### config.mk
export PLATFORM = sky130hd
export DESIGN_NAME = sdrxframe8x_flat
export DESIGN_NICKNAME = d
export VERILOG_FILES = /design/src/rtl/sdrxframe8x_if.sv /design/src/rtl/sdrxframe8x.sv /design/src/flat_wrapper.sv
export SDC_FILE = /design/constraint.sdc
export NUM_CORES = 1
export LEC_CHECK = 0
export CAP_MARGIN = 40
export CORE_ASPECT_RATIO = 0.5
export CORE_MARGIN = 2
export CORE_UTILIZATION = 45
export CTS_BUF_LIST = sky130_fd_sc_hd__clkbuf_8
export CTS_CLUSTER_DIAMETER = 150
export DETAILED_ROUTE_END_ITERATION = 12
export GPL_TIMING_DRIVEN = 0
export SYNTH_ARGS = -nofsm -noshare
export SYNTH_HDL_FRONTEND = slang
export SYNTH_SLANG_ARGS = --single-unit
### constraint.sdc
create_clock -name i_clk -period 18.4 [get_ports i_clk]
set_input_delay 3.68 -clock i_clk [delete_from_list [all_inputs] [get_ports i_clk]]
set_output_delay 3.68 -clock i_clk [all_outputs]
set_load 0.01 [all_outputs]
### src/rtl/sdrxframe8x_if.sv
// Byte-stream and control bundle between the SD data engine and the 8x receive framer.
// The framer takes the slave side; the engine (or a bench) drives the master side.
interface sdrxframe8x_if #(
    parameter int LGLEN = 10
);
    logic             i_en;
    logic [LGLEN-1:0] i_len;
    logic [7:0]       i_sample;
    logic [7:0]       i_wide;
    logic             o_valid;
    logic [7:0]       o_data;
    logic             o_done;
    logic             o_crc_err;
    logic             o_timeout;
    logic             o_busy;

    modport slave (
        input  i_en, i_len, i_sample, i_wide,
        output o_valid, o_data, o_done, o_crc_err, o_timeout, o_busy
    );

    modport master (
        output i_en, i_len, i_sample, i_wide,
        input  o_valid, o_data, o_done, o_crc_err, o_timeout, o_busy
    );
endinterface

### src/rtl/sdrxframe8x.sv
// Receive framer for one SD line behind the 8x oversampling SERDES: start-bit hunt,
// MSB-first byte assembly, CRC16-CCITT residue check and stop-bit check.
module sdrxframe8x #(
    parameter int LGLEN     = 10,
    parameter int LGTIMEOUT = 20
) (
    input  logic               i_clk,
    input  logic               i_reset,
    sdrxframe8x_if.slave       bus
);

    typedef enum logic [2:0] {
        IDLE,
        HUNT,
        DATA,
        CRC,
        STOP,
        DONE
    } state_t;

    state_t               state_q, state_d;
    logic [LGLEN-1:0]     len_q, len_d;
    logic [LGLEN-1:0]     byteCnt_q, byteCnt_d;
    logic [3:0]           bitCnt_q, bitCnt_d;
    logic [7:0]           shift_q, shift_d;
    logic [15:0]          crc_q, crc_d;
    logic [LGTIMEOUT-1:0] timer_q, timer_d;
    logic                 enPrev_q;
    logic                 valid_q, valid_d;
    logic [7:0]           data_q, data_d;
    logic                 done_q, done_d;
    logic                 crcErr_q, crcErr_d;
    logic                 timeout_q, timeout_d;
    logic                 bitVal;

    function automatic logic [15:0] crcStep(input logic [15:0] c, input logic b);
        return {c[14:0], 1'b0} ^ (((c[15] ^ b) == 1'b1) ? 16'h1021 : 16'h0000);
    endfunction

    always_ff @(posedge i_clk) begin
        if (i_reset) begin
            state_q   <= IDLE;
            len_q     <= '0;
            byteCnt_q <= '0;
            bitCnt_q  <= '0;
            shift_q   <= '0;
            crc_q     <= '0;
            timer_q   <= '0;
            enPrev_q  <= 1'b0;
            valid_q   <= 1'b0;
            data_q    <= '0;
            done_q    <= 1'b0;
            crcErr_q  <= 1'b0;
            timeout_q <= 1'b0;
        end else begin
            state_q   <= state_d;
            len_q     <= len_d;
            byteCnt_q <= byteCnt_d;
            bitCnt_q  <= bitCnt_d;
            shift_q   <= shift_d;
            crc_q     <= crc_d;
            timer_q   <= timer_d;
            enPrev_q  <= bus.i_en;
            valid_q   <= valid_d;
            data_q    <= data_d;
            done_q    <= done_d;
            crcErr_q  <= crcErr_d;
            timeout_q <= timeout_d;
        end
    end

    // Flagged slots are walked oldest-first; state_d is updated in place so a
    // transition mid-word hands the remaining slots to the new state.
    always_comb begin
        state_d   = state_q;
        len_d     = len_q;
        byteCnt_d = byteCnt_q;
        bitCnt_d  = bitCnt_q;
        shift_d   = shift_q;
        crc_d     = crc_q;
        timer_d   = timer_q;
        valid_d   = 1'b0;
        data_d    = data_q;
        done_d    = 1'b0;
        crcErr_d  = 1'b0;
        timeout_d = 1'b0;
        bitVal    = 1'b0;

        if (!bus.i_en) begin
            state_d = IDLE;
        end else if (state_q == IDLE) begin
            if (!enPrev_q) begin
                state_d   = HUNT;
                len_d     = bus.i_len;
                crc_d     = '0;
                timer_d   = '0;
                bitCnt_d  = '0;
                byteCnt_d = '0;
                shift_d   = '0;
            end
        end else begin
            for (int k = 7; k >= 0; k--) begin
                if (bus.i_sample[k]) begin
                    bitVal = bus.i_wide[k];
                    case (state_d)
                        HUNT: begin
                            if (!bitVal) begin
                                state_d   = (len_q == '0) ? CRC : DATA;
                                bitCnt_d  = '0;
                                byteCnt_d = '0;
                            end
                        end
                        DATA: begin
                            shift_d = {shift_d[6:0], bitVal};
                            crc_d   = crcStep(crc_d, bitVal);
                            if (bitCnt_d == 4'd7) begin
                                bitCnt_d = '0;
                                valid_d  = 1'b1;
                                data_d   = shift_d;
                                if (byteCnt_d == len_q - 1'b1) begin
                                    state_d = CRC;
                                end else begin
                                    byteCnt_d = byteCnt_d + 1'b1;
                                end
                            end else begin
                                bitCnt_d = bitCnt_d + 4'd1;
                            end
                        end
                        CRC: begin
                            crc_d = crcStep(crc_d, bitVal);
                            if (bitCnt_d == 4'd15) begin
                                bitCnt_d = '0;
                                state_d  = STOP;
                            end else begin
                                bitCnt_d = bitCnt_d + 4'd1;
                            end
                        end
                        STOP: begin
                            done_d   = 1'b1;
                            crcErr_d = (crc_d != 16'h0000) | ~bitVal;
                            state_d  = DONE;
                        end
                        default: ;
                    endcase
                end
            end

            // Timeout is forfeited if a start bit showed up anywhere in this word.
            if (state_q == HUNT) begin
                timer_d = timer_q + 1'b1;
                if ((&timer_d) && (state_d == HUNT)) begin
                    timeout_d = 1'b1;
                    state_d   = IDLE;
                end
            end
        end
    end

    assign bus.o_valid   = valid_q;
    assign bus.o_data    = data_q;
    assign bus.o_done    = done_q;
    assign bus.o_crc_err = crcErr_q;
    assign bus.o_timeout = timeout_q;
    assign bus.o_busy    = (state_q != IDLE);

endmodule

### src/flat_wrapper.sv
// flat-port wrapper written by rule: the top's interface ports become plain ports
module sdrxframe8x_flat 
#(
    parameter int LGLEN     = 10,
    parameter int LGTIMEOUT = 20
)
  (i_clk, i_reset, bus_i_en, bus_i_len, bus_i_sample, bus_i_wide, bus_o_valid, bus_o_data, bus_o_done, bus_o_crc_err, bus_o_timeout, bus_o_busy);
  sdrxframe8x_if #(.LGLEN(LGLEN)) bus_i ();
  input  logic i_clk;
  input  logic i_reset;
  input wire logic [$bits(bus_i.i_en)-1:0] bus_i_en;
  input wire logic [$bits(bus_i.i_len)-1:0] bus_i_len;
  input wire logic [$bits(bus_i.i_sample)-1:0] bus_i_sample;
  input wire logic [$bits(bus_i.i_wide)-1:0] bus_i_wide;
  output wire logic [$bits(bus_i.o_valid)-1:0] bus_o_valid;
  output wire logic [$bits(bus_i.o_data)-1:0] bus_o_data;
  output wire logic [$bits(bus_i.o_done)-1:0] bus_o_done;
  output wire logic [$bits(bus_i.o_crc_err)-1:0] bus_o_crc_err;
  output wire logic [$bits(bus_i.o_timeout)-1:0] bus_o_timeout;
  output wire logic [$bits(bus_i.o_busy)-1:0] bus_o_busy;
  assign bus_i.i_en = bus_i_en;
  assign bus_i.i_len = bus_i_len;
  assign bus_i.i_sample = bus_i_sample;
  assign bus_i.i_wide = bus_i_wide;
  assign bus_o_valid = bus_i.o_valid;
  assign bus_o_data = bus_i.o_data;
  assign bus_o_done = bus_i.o_done;
  assign bus_o_crc_err = bus_i.o_crc_err;
  assign bus_o_timeout = bus_i.o_timeout;
  assign bus_o_busy = bus_i.o_busy;
  sdrxframe8x #(.LGLEN(LGLEN), .LGTIMEOUT(LGTIMEOUT)) u_core (.i_clk(i_clk), .i_reset(i_reset), .bus(bus_i));
endmodule
==> flow_summary.toml, run 1 <==
[placed_design]
place.port_buffers = 31
post-place-ws_ns = 0.6821
dp_hpwl_um = 55190
gp_congestion = 1.024
placed_cell_area_um2 = 16880
placed_cells = 3001

[finish]
stdcell_count = 3019
fillers = 3710
area_growth_pct = 8.384
fin_util_pct = 49.55
n_antenna_cell = 0
final_design_area_no_fill_um2 = 17110
final_nets = 2587
drive_gt1_share_pct = 5.660

[routing]
vias = 20270
vias_per_cell = 6.713
ant_nets = 0
wl_per_cell_um = 23.16
drt_wl_total_um = 69930
drt_iter0_markers = 2720
dr.pass1.iters = 7
drcViolationCount = 0

[synthesis]
synth-edff-count = 0
syn_inst = 2477
synth_common_cells = "337 x nand2_1, 309 x nor2_1, 199 x a21oi_1, 183 x o21ai_0, 143 x clkbuf_1"
ys_ff_latch = 83
synth_ff_type = "dfxtp_1"
ys_async_sr_fraction_pct = 0
synth_fp_nets = 2525
synth_top_cell_area_share_pct = 10.52
syn-cell-area_um2 = 15790
ys_types = 123
synth.yosys.seq_area_share_pct = 10.52
yosys_warnings = 0
synth_most_common_cell = "nand2_1"
yosysTopAreaCell = "dfxtp_1"
yosys-top-cells-area = "dfxtp_1 11%, nand2_1 8.0%, nor2_1 7.3%"
synth.avg_cell_area_um2 = 6.374

[worst_setup_path]
path_class = "in2reg"
path_max_fanout = 10
cpMostUsedCell = "clkbuf_1"
critPathLaunchType = "input pin"
crit_path_end_kind = "register"
cp_data_arrival_time_ns = 18.12
cp_num_buf_inv = 8
cp_data_required_time_ns = 18.75
crit_slowest_cell = "or4_1"
path_delay_family = "simple AND/OR/NAND/NOR gates"
cpPeakStageDelay_ns = 0.76

[timing]
whs_ns = 0.5094
tightest_slew_ns = 0.9530
final_hold_viol_count = 0
setup_ws_ns = 0.6298
slew_headroom_pct = 35.79
slew_viol_final = 0
clock-skew-final_ns = 0.02119
rsz0062_at_grt = "no"
min_period_ns = 17.77
setup_violations = 0
fmax_ghz = 0.05627
finalCritPeriodShare_pct = 96.58
tns_ns = 0

[cts]
cts-root-buf = "clkbuf_8"
clk_pin_slew_ns = 0.12
clock_path_buffers = 2
worstSkewPairLatency_ns = 0.45
cts_buffers = 9
cts-hold-fix-buffers = 0
cts_tree = "yes"
h-tree-depth = 3
cts.sinks = 83

[floorplan]
start_util_pct = 45.72
row_count = 48
die_w_um = 268.9
dieArea_um2 = 36690
io_pins = 42
core_area_um2 = 34530
die_y_um = 136.5

[global_route]
grt_first_pass_wirelength_um = 104500
overflow = 0
grt_pass1_vias = 17610
antenna_found_initial = 2
track_usage_pct = 37.14
grt_max_degree = 19

[job]
drv_cap = 0

[worst_hold_path]
hp-class = "reg2reg"

[status]
status = "completed"

[pwr]
p_leak_nw = 5.975
ir_worst_vdd_mv = 0.03068
p_per_area_nw_per_um2 = 43.90
power.total_uw = 751.3
cell families after synthesis:
family | Yosys count | synth area share (%)
compound gates | 844 | 36.48
xor+xnor | 115 | 6.514
fa+ha+maj | 19 | 1.506
buf+inv | 217 | 5.412
flops | 83 | 10.52
mux | 72 | 4.668
simple gates | 1127 | 34.89
worst register-to-register path, delay by kind of cell (launching register included):
kind	cells	cell delay, ns
muxes	1	0.14
DFF	1	0.33
AOI/OAI and AO/OA	18	5.46
buffers and inverters	10	4.15
and+or+nand+nor	14	5.01
adders and majority gates	2	0.78
xor gates and xnor gates	2	0.41
cell type report:
cell class | count | area (um2) | area share [%]
Multi-Input combinational cell | 2177 | 13310 | 77.78
Sequential cell | 83 | 1662 | 9.710
Buffer | 169 | 674.4 | 3.941
Tap cell | 475 | 594.3 | 3.473
Timing Repair Buffer | 51 | 486.7 | 2.844
Inverter | 48 | 180.2 | 1.053
Clock buffer | 9 | 123.9 | 0.7238
Clock inverter | 7 | 81.33 | 0.4752
flip-flops by register name, summed over array words and instances (netlist names):
register / count
u_core.bus.o_data: 8
u_core.shift_q: 7
u_core.bus.o_done: 1
u_core.enPrev_q: 1
u_core.timer_q: 20
u_core.bus.o_timeout: 1
u_core.len_q: 10
u_core.byteCnt_q: 10
u_core.bus.o_valid: 1
u_core.bitCnt_q: 4
u_core.crc_q: 16
u_core.state_q: 3
u_core.bus.o_crc_err: 1
layer usage:
| layer | track usage (%) | vias up | share of wire, % |
|---|---|---|---|
| met5 | 0 | - | 0 |
| met4 | 11.30 | 0 | 2.9 |
| met3 | 12.10 | 139 | 14 |
| met2 | 54.88 | 1209 | 41 |
| met1 | 50.87 | 9489 | 43 |
| li1 | - | 9430 | - |
layout by cell type (no fill, tap or decap), types with 43 or more instances in the layout:
cell	n
a21oi_1	199
clkbuf_1	143
mux2i_1	61
xnor2_1	76
nand2_1	337
nor3_1	68
nand4_1	49
inv_1	46
nand3_1	93
dfxtp_1	83
nor2_1	308
a31oi_1	43
o21ai_0	183
and3_1	45
path summary, 6_finish.rpt:
| kind | start | end | slack, ns | cells after the start |
|---|---|---|---|---|
| worst min register to register | u_core.crc_q[14]$_SDFFE_PP0P_ | u_core.crc_q[14]$_SDFFE_PP0P_ | 0.51 | 2 |
| worst min-delay path | u_core.crc_q[14]$_SDFFE_PP0P_ | u_core.crc_q[14]$_SDFFE_PP0P_ | 0.51 | 2 |
| worst max-delay path | bus_i_wide[7] | u_core.byteCnt_q[0]$_SDFFE_PP0P_ | 0.63 | 42 |
| worst max register to register | u_core.len_q[0]$_SDFFE_PP0P_ | u_core.byteCnt_q[0]$_SDFFE_PP0P_ | 2.04 | 47 |
report_power, final:
| group | switching [mW] | internal (mW) | total, mW |
|---|---|---|---|
| clock network | 0.0998 | 0.0539 | 0.154 |
| logic | 0.285 | 0.126 | 0.411 |
| registers | 0.00354 | 0.183 | 0.186 |
| total | 0.389 | 0.363 | 0.751 |
repair_timing:
| item | 4_1_cts | 5_1_grt |
|---|---|---|
| resized for setup | 0 | 3 |
| setup buffers | 0 | 0 |
| setup endpoints to repair | 0 | 12 |
Power figures use the tool's default switching activity.
==> run 2, diff against run 1 <==
CTS_CLUSTER_SIZE = 24   (was default)
==> results of run 2 <==
No change in the layout: final DEF, timing and power equal those of run 1.
==> run 3, diff against run 2 <==
clock period = 21.9 ns   (was 18.4 ns; I/O delays follow)
==> run 3 against run 2 <==
Against the previous run: clock power decreased by 17%; global-route usage unchanged; sequential power decreased by 16%.
==> flow_summary.toml, run 3 (synthesis results as in run 1) <==
[finish]
n_antenna_cell = 0
final_common_cell = "nand2_1"
fillers = 3707
area.sequential_um2 = 1662
multiInputGateArea_um2 = 13300
largest_reg_flops = 20
final_nets = 2587
mostFrequentLayoutCells = "337 x nand2_1, 309 x nor2_1, 199 x a21oi_1"
drive_gt1_share_pct = 5.542
top_regs = "u_core.timer_q (20), u_core.crc_q (16)"
top_register = "u_core.timer_q"
area_growth_pct = 8.313

[timing]
slew_headroom_pct = 34.14
final_hold_viol_count = 0
setup_violations = 0
whs_ns = 0.5140
slew_viol_final = 0
tightest_slew_ns = 0.9776
tns_ns = 0
rsz0062_at_grt = "no"
fmax_ghz = 0.05281
clock-skew-final_ns = 0.02434
finalCritPeriodShare_pct = 86.46
min_period_ns = 18.94

[routing]
drt_iter0_markers = 2891
ant_nets = 0
wl_per_cell_um = 23.15
drt_wl_total_um = 69890
vias_per_cell = 6.705
vias = 20240
drcViolationCount = 0
dr.pass1.iters = 8

[worst_setup_path]
r2r-end = "u_core.state_q[0]$_SDFFE_PP0N_"
reg2reg_slack_ns = 5.29
crit_slowest_cell = "or4_1"
cpPeakStageDelay_ns = 0.77
path_max_fanout = 10
path_class = "in2reg"
cp-startpoint = "bus_i_wide[7]"
rr_worst_depth = 47
cp_data_required_time_ns = 22.26
endpoint = "u_core.state_q[0]$_SDFFE_PP0N_"
critPathLaunchType = "input pin"
r2r_start = "u_core.len_q[0]$_SDFFE_PP0P_"
crit_path_end_kind = "register"
cpMostUsedCell = "clkbuf_1"
cp_data_arrival_time_ns = 19.29

[global_route]
track_usage_pct = 37.14
grt_max_degree = 19
grt_pass1_vias = 17610
busiest_layer = "met2"
overflow = 0
gr-usage-met1_pct = 50.87
grt_first_pass_wirelength_um = 104500
antenna_found_initial = 2
grtUsageMet3_pct = 12.10
grtUsageMet2_pct = 54.88

[floorplan]
core_area_um2 = 34530
io_pins = 42
dieArea_um2 = 36690
die_y_um = 136.5
start_util_pct = 45.72
die_w_um = 268.9
row_count = 48

[worst_hold_path]
hold_depth = 2
hp-class = "reg2reg"
hp-start = "u_core.crc_q[14]$_SDFFE_PP0P_"

[cts]
cts.sinks = 83
cts-root-buf = "clkbuf_8"
h-tree-depth = 3
clk_pin_slew_ns = 0.11
cts-hold-fix-buffers = 0
cts_buffers = 9
clock_path_buffers = 2
post_cts_resize_count = 0
cts_setup_buffers = 0
worstSkewPairLatency_ns = 0.44
cts_tree = "yes"

[placed_design]
place.port_buffers = 31
dp_hpwl_um = 55190
gp_congestion = 1.024

[pwr]
p_leak_nw = 5.973
ir_worst_vdd_mv = 0.02667
p_per_area_nw_per_um2 = 36.88
power.total_uw = 630.6

[job]
drv_cap = 0

[status]
status = "completed"
## run 3: routing by layer
| metal | vias to the layer above | share of wire (%) | wire, um |
|---|---|---|---|
| met5 | - | 0 | 0 |
| met4 | 0 | 2.7 | 1909 |
| met3 | 124 | 13 | 9349 |
| met2 | 1214 | 41 | 28620 |
| met1 | 9471 | 43 | 30010 |
| li1 | 9434 | - | - |
## run 3: power by group
part / switching (mW) / total [mW] / internal [mW]
clock: 0.0831 / 0.128 / 0.0453
combinational: 0.240 / 0.346 / 0.106
sequential: 0.00296 / 0.156 / 0.154
## run 3: worst max-delay path: cells and delay by family
kind / cells / cell delay (ns)
xor gates and xnor gates: 1 / 0.22
muxes: 1 / 0.15
AOI/OAI and AO/OA: 17 / 5.34
and+or+nand+nor: 14 / 5.76
adders and majority gates: 1 / 0.30
buffers and inverters: 8 / 3.10
## run 3: through the flow
stage	std cells	utilization (%)	area (um2)	setup WS [ns]
floorplan	2477	-	15790	6.570
finish	3019	49.52	17100	2.965
detailed placement	3001	48.89	16880	3.482
CTS	3017	49.49	17090	3.893
global placement	2983	48.34	16690	3.065
global route	3019	49.52	17100	2.517
## run 3: cell type report
cell class | instances | area share (%)
well taps | 475 | 3.475
clock inverters | 7 | 0.4756
clock buffers | 9 | 0.7243
inverters | 48 | 1.054
multi-input cells | 2177 | 77.77
flip-flops and latches | 83 | 9.716
repair buffers | 51 | 2.846
plain buffers | 169 | 3.944
## run 3: how the worst min path moves through the flow
stage / end / slack, ns
floorplan: u_core.shift_q[6]$_SDFFE_PP0P_ / 0.45
global placement: u_core.timer_q[17]$_SDFFE_PP0P_ / 0.48
detailed placement: u_core.timer_q[17]$_SDFFE_PP0P_ / 0.49
CTS: u_core.shift_q[6]$_SDFFE_PP0P_ / 0.51
global route: u_core.bus.o_data[5]$_SDFFE_PP0P_ / 0.53
finish: u_core.crc_q[14]$_SDFFE_PP0P_ / 0.51
